File: src/rtl/pixel_fetch.sv
// Pixel fetch engine: turns (x,y) pixel requests into 2-cycle SRAM reads and
// returns RGB888 colours in request order through a small credit-managed FIFO.
module pixel_fetch #(
   parameter int          ADDR_W   = 20,
   parameter int          DATA_W   = 16,
   parameter int          H_W      = 10,
   parameter int          V_W      = 9,
   parameter int          DEPTH    = 4,
   parameter int          VIS_W    = 640,
   parameter int          VIS_H    = 480,
   parameter logic [23:0] BG_COLOR = 24'h000000
) (
   input  logic              i_clk,
   input  logic              i_rst_n,
   input  logic              i_flush,
   input  logic              i_req_valid,
   output logic              o_req_ready,
   input  logic [H_W-1:0]    i_req_x,
   input  logic [V_W-1:0]    i_req_y,
   input  logic              i_sram_busy,
   output logic [ADDR_W-1:0] o_sram_addr,
   output logic              o_sram_rd,
   input  logic [DATA_W-1:0] i_sram_data,
   output logic [23:0]       o_color,
   output logic              o_color_valid,
   input  logic              i_color_ready,
   output logic [7:0]        o_corrupt_cnt,
   output logic [1:0]        o_state
);
   localparam int PTR_W = (DEPTH > 1) ? $clog2(DEPTH) : 1;
   localparam int CNT_W = $clog2(DEPTH + 1);
   localparam int SUM_W = CNT_W + 1;

   typedef enum logic [1:0] {ST_IDLE = 2'd0, ST_FETCH = 2'd1, ST_FLUSH = 2'd2} state_t;

   function automatic logic [23:0] rgb565_to_888(input logic [15:0] d);
      return {d[15:11], d[15:13], d[10:5], d[10:9], d[4:0], d[4:2]};
   endfunction

   function automatic logic [PTR_W-1:0] next_ptr(input logic [PTR_W-1:0] p);
      return (p == PTR_W'(DEPTH - 1)) ? {PTR_W{1'b0}} : p + PTR_W'(1);
   endfunction

   state_t            state_q, state_d;
   logic              s1_valid_q, s1_valid_d, s1_inr_q, s1_inr_d;
   logic              s2_valid_q, s2_valid_d, s2_inr_q, s2_inr_d;
   logic [23:0]       fifo_mem_q [DEPTH];
   logic [23:0]       fifo_mem_d [DEPTH];
   logic [PTR_W-1:0]  wr_ptr_q, wr_ptr_d, rd_ptr_q, rd_ptr_d;
   logic [CNT_W-1:0]  count_q, count_d;
   logic [7:0]        corrupt_cnt_q, corrupt_cnt_d;

   logic              in_range_s, ready_s, accept_s, clear_s;
   logic              push_s, pop_s, corrupt_s;
   logic [SUM_W-1:0]  credit_used_s;
   logic [23:0]       push_color_s;

   // Next-state logic for the IDLE / FETCH / FLUSH controller
   always_comb begin
      state_d = state_q;
      case (state_q)
         ST_IDLE:  state_d = i_flush ? ST_IDLE  : ST_FETCH;
         ST_FETCH: state_d = i_flush ? ST_FLUSH : ST_FETCH;
         ST_FLUSH: state_d = i_flush ? ST_FLUSH : ST_FETCH;
         default:  state_d = ST_IDLE;
      endcase
   end

   // Request acceptance, credit check and SRAM read issue
   always_comb begin
      in_range_s    = (i_req_x < H_W'(VIS_W)) && (i_req_y < V_W'(VIS_H));
      credit_used_s = SUM_W'(count_q) + SUM_W'(s1_valid_q) + SUM_W'(s2_valid_q);
      ready_s       = (state_q == ST_FETCH) && !i_sram_busy && (credit_used_s < SUM_W'(DEPTH));
      // A flush in the same cycle cancels the accept.
      accept_s      = i_req_valid && ready_s && !i_flush;
      clear_s       = i_flush || (state_q == ST_FLUSH);
      o_req_ready   = ready_s;
      o_sram_rd     = accept_s && in_range_s;
      o_sram_addr   = o_sram_rd ? ADDR_W'({i_req_y, i_req_x}) : {ADDR_W{1'b0}};
   end

   // Two-stage tag pipeline and capture of the returning read data
   always_comb begin
      s1_valid_d    = clear_s ? 1'b0 : accept_s;
      s1_inr_d      = in_range_s;
      s2_valid_d    = clear_s ? 1'b0 : s1_valid_q;
      s2_inr_d      = s1_inr_q;
      push_s        = s2_valid_q && !clear_s;
      corrupt_s     = push_s && s2_inr_q && i_sram_busy;
      push_color_s  = (s2_inr_q && !i_sram_busy) ? rgb565_to_888(i_sram_data[15:0]) : BG_COLOR;
      corrupt_cnt_d = (corrupt_s && (corrupt_cnt_q != 8'hFF)) ? corrupt_cnt_q + 8'd1 : corrupt_cnt_q;
   end

   // Output FIFO bookkeeping
   always_comb begin
      fifo_mem_d = fifo_mem_q;
      pop_s      = (count_q != {CNT_W{1'b0}}) && i_color_ready;
      if (clear_s) begin
         wr_ptr_d = {PTR_W{1'b0}};
         rd_ptr_d = {PTR_W{1'b0}};
         count_d  = {CNT_W{1'b0}};
      end else begin
         if (push_s) begin
            fifo_mem_d[wr_ptr_q] = push_color_s;
            wr_ptr_d             = next_ptr(wr_ptr_q);
         end else begin
            wr_ptr_d = wr_ptr_q;
         end
         rd_ptr_d = pop_s ? next_ptr(rd_ptr_q) : rd_ptr_q;
         case ({push_s, pop_s})
            2'b10:   count_d = count_q + CNT_W'(1);
            2'b01:   count_d = count_q - CNT_W'(1);
            default: count_d = count_q;
         endcase
      end
   end

   // State, pipeline and FIFO registers
   always_ff @(posedge i_clk or negedge i_rst_n) begin
      if (!i_rst_n) begin
         state_q       <= ST_IDLE;
         s1_valid_q    <= 1'b0;
         s1_inr_q      <= 1'b0;
         s2_valid_q    <= 1'b0;
         s2_inr_q      <= 1'b0;
         wr_ptr_q      <= {PTR_W{1'b0}};
         rd_ptr_q      <= {PTR_W{1'b0}};
         count_q       <= {CNT_W{1'b0}};
         corrupt_cnt_q <= 8'd0;
         for (int i = 0; i < DEPTH; i++) begin
            fifo_mem_q[i] <= BG_COLOR;
         end
      end else begin
         state_q       <= state_d;
         s1_valid_q    <= s1_valid_d;
         s1_inr_q      <= s1_inr_d;
         s2_valid_q    <= s2_valid_d;
         s2_inr_q      <= s2_inr_d;
         wr_ptr_q      <= wr_ptr_d;
         rd_ptr_q      <= rd_ptr_d;
         count_q       <= count_d;
         corrupt_cnt_q <= corrupt_cnt_d;
         fifo_mem_q    <= fifo_mem_d;
      end
   end

   assign o_color_valid = (count_q != {CNT_W{1'b0}});
   assign o_color       = o_color_valid ? fifo_mem_q[rd_ptr_q] : BG_COLOR;
   assign o_corrupt_cnt = corrupt_cnt_q;
   assign o_state       = state_q;

endmodule

File: config.mk
export PLATFORM = sky130hd
export DESIGN_NAME = pixel_fetch
export DESIGN_NICKNAME = d
export VERILOG_FILES = /design/src/rtl/pixel_fetch.sv
export SDC_FILE = /design/constraint.sdc
export NUM_CORES = 1
export LEC_CHECK = 0
export CAP_MARGIN = 40
export CORE_MARGIN = 10
export CORE_UTILIZATION = 45
export DETAILED_ROUTE_END_ITERATION = 12
export PLACE_DENSITY = 0.69
export SLEW_MARGIN = 25
export SYNTH_ARGS = -nofsm -noshare
export SYNTH_HDL_FRONTEND = slang
export SYNTH_SLANG_ARGS = --single-unit
File: constraint.sdc
create_clock -name i_clk -period 5.8 [get_ports i_clk]
set_clock_uncertainty 0.15 [all_clocks]
set_input_delay 0.58 -clock i_clk [delete_from_list [all_inputs] [get_ports i_clk]]
set_output_delay 0.58 -clock i_clk [all_outputs]
set_load 0.01 [all_outputs]
-- After elaboration in Yosys (flattened, before gate mapping)
Cells that the tools add are included.
- equality and inequality tests: 7
- reductions and logical operators: 24
- multiplexer cells: 22
- add/subtract/negate cells: 7
- $lt $le $gt $ge: 6
- bitwise logic cells: 3
- operators by type and width (operator ; count):
    24-bit 2-to-1 mux ; 5
    96-bit bitwise mux ; 1
    24-bit binary-select mux with 2-bit select ; 1
    24-bit demux with 2-bit select ; 1
    19-bit 2-to-1 mux ; 1
    2-bit 2-to-1 mux ; 7
    1-bit logical AND ; 13
    10-bit less-than comparator (second input constant) ; 1
    9-bit less-than comparator (second input constant) ; 1
    8-bit by 1-bit adder with 8-bit output (second input constant) ; 1
    2-bit equality test (second input constant) ; 4
    8-bit != test (second input constant) ; 1
    3-bit greater-or-equal comparator (second input constant) ; 2
    2-bit inverter with 3-bit output ; 2
    3-bit one-hot mux with 2 select lines ; 1
    3-bit nonzero test ; 2
    2-bit by 1-bit adder with 2-bit output (second input constant) ; 2
    3-bit by 1-bit adder with 4-bit output ; 1
    4-bit by 1-bit adder with 4-bit output ; 1
    2-bit by 1-bit equality test with 1-bit output (second input constant) ; 2
    4-bit by 3-bit less-than comparator with 1-bit output (second input constant) ; 1
    2-bit one-hot mux with 2 select lines ; 1
    2-bit nonzero test ; 2
    3-bit by 1-bit adder with 3-bit output (second input constant) ; 1
    other kinds (10) ; 14
- word-level logic and storage cells: 82
- output and inout bits: 57
- bits in registers: 117

-- Depth between registers and ports, before layout
- word-level depth: 8
- depth in mapped cells: 9
- depth with buffers taken out: 9

-- Worst setup path after synthesis
No wires, ideal clock.
- kind: reg-to-output
- from: reg count_q[0]
- to: out o_sram_addr[10]
- data arrival time: 1.763 ns
- setup slack: 3.307 ns
- cell stages (with the launch flop): 7
- buffers on the path: 1
- cells stage by stage: dfrtp_1 > ha_1 > a21oi_1 > o2111ai_1 > nor3_2 > buf_2 > and2_1
- word-level cells in the longest chain between the ends: 8
- RTL lines (what ; RTL line ; source):
    start, declared ; 50 ; logic [CNT_W-1:0] count_q, count_d;
    start signal, assigned ; 128 ; count_q <= {CNT_W{1'b0}};
    start signal, assigned ; 141 ; count_q <= count_d;
    3-bit by 1-bit adder with 4-bit output ; 72 ; credit_used_s = SUM_W'(count_q) + SUM_W'(s1_valid_q) + SUM_W'(s2_valid_q);
    4-bit by 1-bit adder with 4-bit output ; 72 ;
    4-bit by 3-bit less-than comparator with 1-bit output ; 73 ; ready_s = (state_q == ST_FETCH) && !i_sram_busy && (credit_used_s < SUM_W'(DEPTH));
    1-bit logical AND ; 73 ;
    1-bit logical AND (2 in a row) ; 75 ; accept_s = i_req_valid && ready_s && !i_flush;
    1-bit logical AND ; 78 ; o_sram_rd = accept_s && in_range_s;
    named net o_sram_rd ; 22 ; output logic o_sram_rd,
    19-bit 2-to-1 mux ; 79 ; o_sram_addr = o_sram_rd ? ADDR_W'({i_req_y, i_req_x}) : {ADDR_W{1'b0}};
    end, declared ; 21 ; output logic [ADDR_W-1:0] o_sram_addr,
The timed path passes the listed nets, and every way through them passes these cells.

-- Worst setup path in the final report
- from: reg s2_valid_q
- to: out o_sram_addr[5]
- word-level cells in the longest chain between the ends: 7
- RTL lines (what ; RTL line ; source):
    start, declared ; 46 ; logic s2_valid_q, s2_valid_d, s2_inr_q, s2_inr_d;
    start signal, assigned ; 137 ; s2_valid_q <= s2_valid_d;
    4-bit by 1-bit adder with 4-bit output ; 72 ;
    4-bit by 3-bit less-than comparator with 1-bit output ; 73 ;
    1-bit logical AND ; 73 ;
    1-bit logical AND (2 in a row) ; 75 ;
    1-bit logical AND ; 78 ;
    19-bit 2-to-1 mux ; 79 ;
No other way between the ends.

==> flow_metrics.tcl <==
set metrics [dict create \
    r2r_slack_ns 3.41 \
    leakagePower_nw 2.31 \
    num_vias 3139 \
    postPlaceCellArea_um2 5230 \
    cts_resized 0 \
    crit_arrival_ns 3.06 \
    criticalPathCategory "reg -> out" \
    stdcell_area_um2 5430 \
    setup_viol 0 \
    async_reset_ff_frac 1.00 \
    avgSynthCellArea_um2 10.3 \
    die-area_um2 13600 \
    syn_nets 461 \
    grt_pass1_wl_mm 16.1 \
    timing.fmax_mhz 264 \
    drtIter0Drc 125 \
    cts_buffer_depth 2 \
    wl_mm 9.62 \
    grt_pass1_vias 3340 \
    initial_core_util 0.457 \
    drive_gt1_frac 0.0966 \
    hold_viol 0 \
    crit_fanout 16 \
    min_path_type "in -> async" \
    netlist_instances 408 \
    maxCapViolCount 0 \
    numPortBuffers 96 \
    syn-cell-area_um2 4190 \
    min_period_ns 3.79 \
    clk_latency_ns 0.35 \
    cp-start-kind "flip-flop" \
    ir_drop_v 0.000175 \
    dp_hpwl_mm 7.22 \
    r2r_end "count_q[2]" \
    reg2reg_from "o_state[0]" \
    fin_crit_sh 0.653 \
    worst_slack_ns 2.01 \
    cts_tree "done" \
    n_antenna_cell 0 \
    drc 0 \
    r2r.worst_path.cells 8 \
    ctsHtreeMaxLevel 3 \
    yosysUniqueCellTypes 38 \
    crit_required_ns 5.07 \
    area_delta_synth_final_pct 29.7 \
    finalPower_mw 1.30 \
    synth-seq-cells 85 \
    ant_nets 0 \
    slew_violations 0 \
    cts_made_buffers 9 \
    critPathCapture "o_sram_addr[5]" \
    nets 545 \
    crit_chain "ha_1, a21oi_1, o2111ai_1, nor3_2, and2_1, clkdlybuf4s50_1" \
    crit_path_max_incr_delay_ns 0.58 \
    path_clk_slew_ns 0.08 \
    core_area_um2 9150 \
    startpoint "s2_valid_q" \
    status "finished, final reports clean" \
    die_w_um 116 \
    cp_slowest_cell "dfrtp_1" \
    synth-edff-count 0 \
    first_pass_iters 4 \
    place_congestion 0.736 \
    endpoint_kind "primary output" \
    synth_seq_area_share 0.508 \
    clock-sinks 85 \
    grt_max_degree 53 \
    cts_hold_buf 0 \
    antenna_found_initial 0 \
    clockRootBuffer "clkbuf_8" \
    wl_per_cell_um 15.8 \
    via_per_inst 5.16 \
    track_usage 0.150 \
    synth_warnings 0 \
    io_pins 98 \
    worst_slew_pin_slew_ns 0.677 \
    dp_slack_ns 2.14 \
    dieHeight_um 116 \
    max_slew_margin 0.546 \
    grt_overflow 0 \
    power_density_nw_per_um2 240 \
    post-cts-setup-buffers 0 \
    rsz0062_at_grt "no" \
    num_rows 35 \
    synth-main-ff-cell "dfrtp_1" \
    tns_ns 0 \
]
-- state kept, by name, summed over array words and instances, names as in the netlist --
| name | cells |
|---|---|
| wr_ptr_q | 2 |
| s2_inr_q | 1 |
| o_corrupt_cnt | 8 |
| count_q | 3 |
| fifo_mem_q | 64 |
| s2_valid_q | 1 |
| rd_ptr_q | 2 |
| s1_inr_q | 1 |
| s1_valid_q | 1 |
| o_state | 2 |
-- synth_stat cells, types with 2 or more instances --
cell type | number | area [um^2]
nand2b_1 | 2 | 12.5
nor3_1 | 6 | 30.0
nor2b_1 | 19 | 119
ha_1 | 11 | 138
nand3_1 | 3 | 15.0
inv_1 | 13 | 48.8
xor2_1 | 5 | 43.8
nor4_1 | 4 | 25.0
mux4_2 | 16 | 360
dfrtp_1 | 85 | 2130
buf_2 | 5 | 25.0
nand2_1 | 89 | 334
o21ai_0 | 65 | 325
buf_4 | 10 | 75.1
nor2_1 | 14 | 52.6
and2_1 | 16 | 100
xnor2_1 | 5 | 43.8
clkbuf_1 | 16 | 60.1
mux2i_1 | 3 | 30.0
nand4_1 | 2 | 12.5
a21oi_1 | 2 | 10.0
-- worst max-delay path: cells and delay by family (launching register included) --
kind / cells / cell delay, ns
and+or+nand+nor: 2 / 0.81
adders and majority gates: 1 / 0.30
buffers and inverters: 1 / 0.55
DFF: 1 / 0.58
AOI/OAI and AO/OA: 2 / 0.47
-- kinds of logic (layout without fill, tap and decap cells) --
logic type                 count (synthesis)  after routing  synth area share
AOI/OAI and AO/OA                         74             74            0.0993
xor gates and xnor gates                  10             10            0.0209
adders and majority gates                 12             12            0.0377
buffers and inverters                     45            134            0.0526
DFF                                       85             85             0.508
muxes                                     20             20            0.0960
other                                      1              1          0.000896
and+or+nand+nor                          161            161             0.184
-- power breakdown --
group	internal, mW	switching (mW)	total [mW]
logic	0.127	0.117	0.244
clock network	0.210	0.199	0.408
registers	0.622	0.0292	0.651
-- worst min path at each step --
| stage | startpoint | end | cells after the start |
|---|---|---|---|
| 2_1_floorplan | i_rst_n | count_q[0] | 0 |
| 3_3_place_gp | s1_inr_q | s2_inr_q | 0 |
| 3_5_place_dp | s1_inr_q | s2_inr_q | 0 |
| 4_1_cts | i_rst_n | fifo_mem_q[62] | 1 |
| 5_1_grt | i_rst_n | fifo_mem_q[38] | 1 |
| 6_report | i_rst_n | fifo_mem_q[38] | 1 |
-- layout make-up --
cell class              count  area (um^2)
fillers                   766         3720
flip-flops and latches     85         2130
multi-input cells         278         1840
inverters                  13         48.8
clock buffers              12          145
well taps                 111          139
repair buffers            105         1080
clock inverters             4         47.5
-- metal layers --
metal  share of wire  vias up  wire (um)  GRT usage
li1                -     1531          -          -
met1            0.39     1510       3780      0.166
met2            0.49       83       4700      0.242
met3            0.10       15        996     0.0709
met4           0.015        0        148     0.0609
met5               0        -          0          0
-- cell usage in the layout (no fill, tap or decap), types with 5 or more instances in the layout --
cell              n
xor2_1            5
o21ai_0          65
nand2_1          89
and2_1           16
clkdlybuf4s50_1  95
nor2_1           14
nor2b_1          19
mux4_2           16
inv_1            13
xnor2_1           5
dfrtp_1          85
clkbuf_8         10
ha_1             11
nor3_1            5
-- stage by stage --
| stage | hold WS (ns) | util | cells |
|---|---|---|---|
| floorplan | 0.134 | - | 408 |
| global placement | 0.185 | 0.561 | 586 |
| detailed placement | 0.188 | 0.571 | 591 |
| CTS | 0.0280 | 0.592 | 607 |
| global route | 0.0432 | 0.593 | 608 |
| finish | 0.0231 | 0.593 | 608 |
No activity file was read; power rests on OpenSTA's default activity.
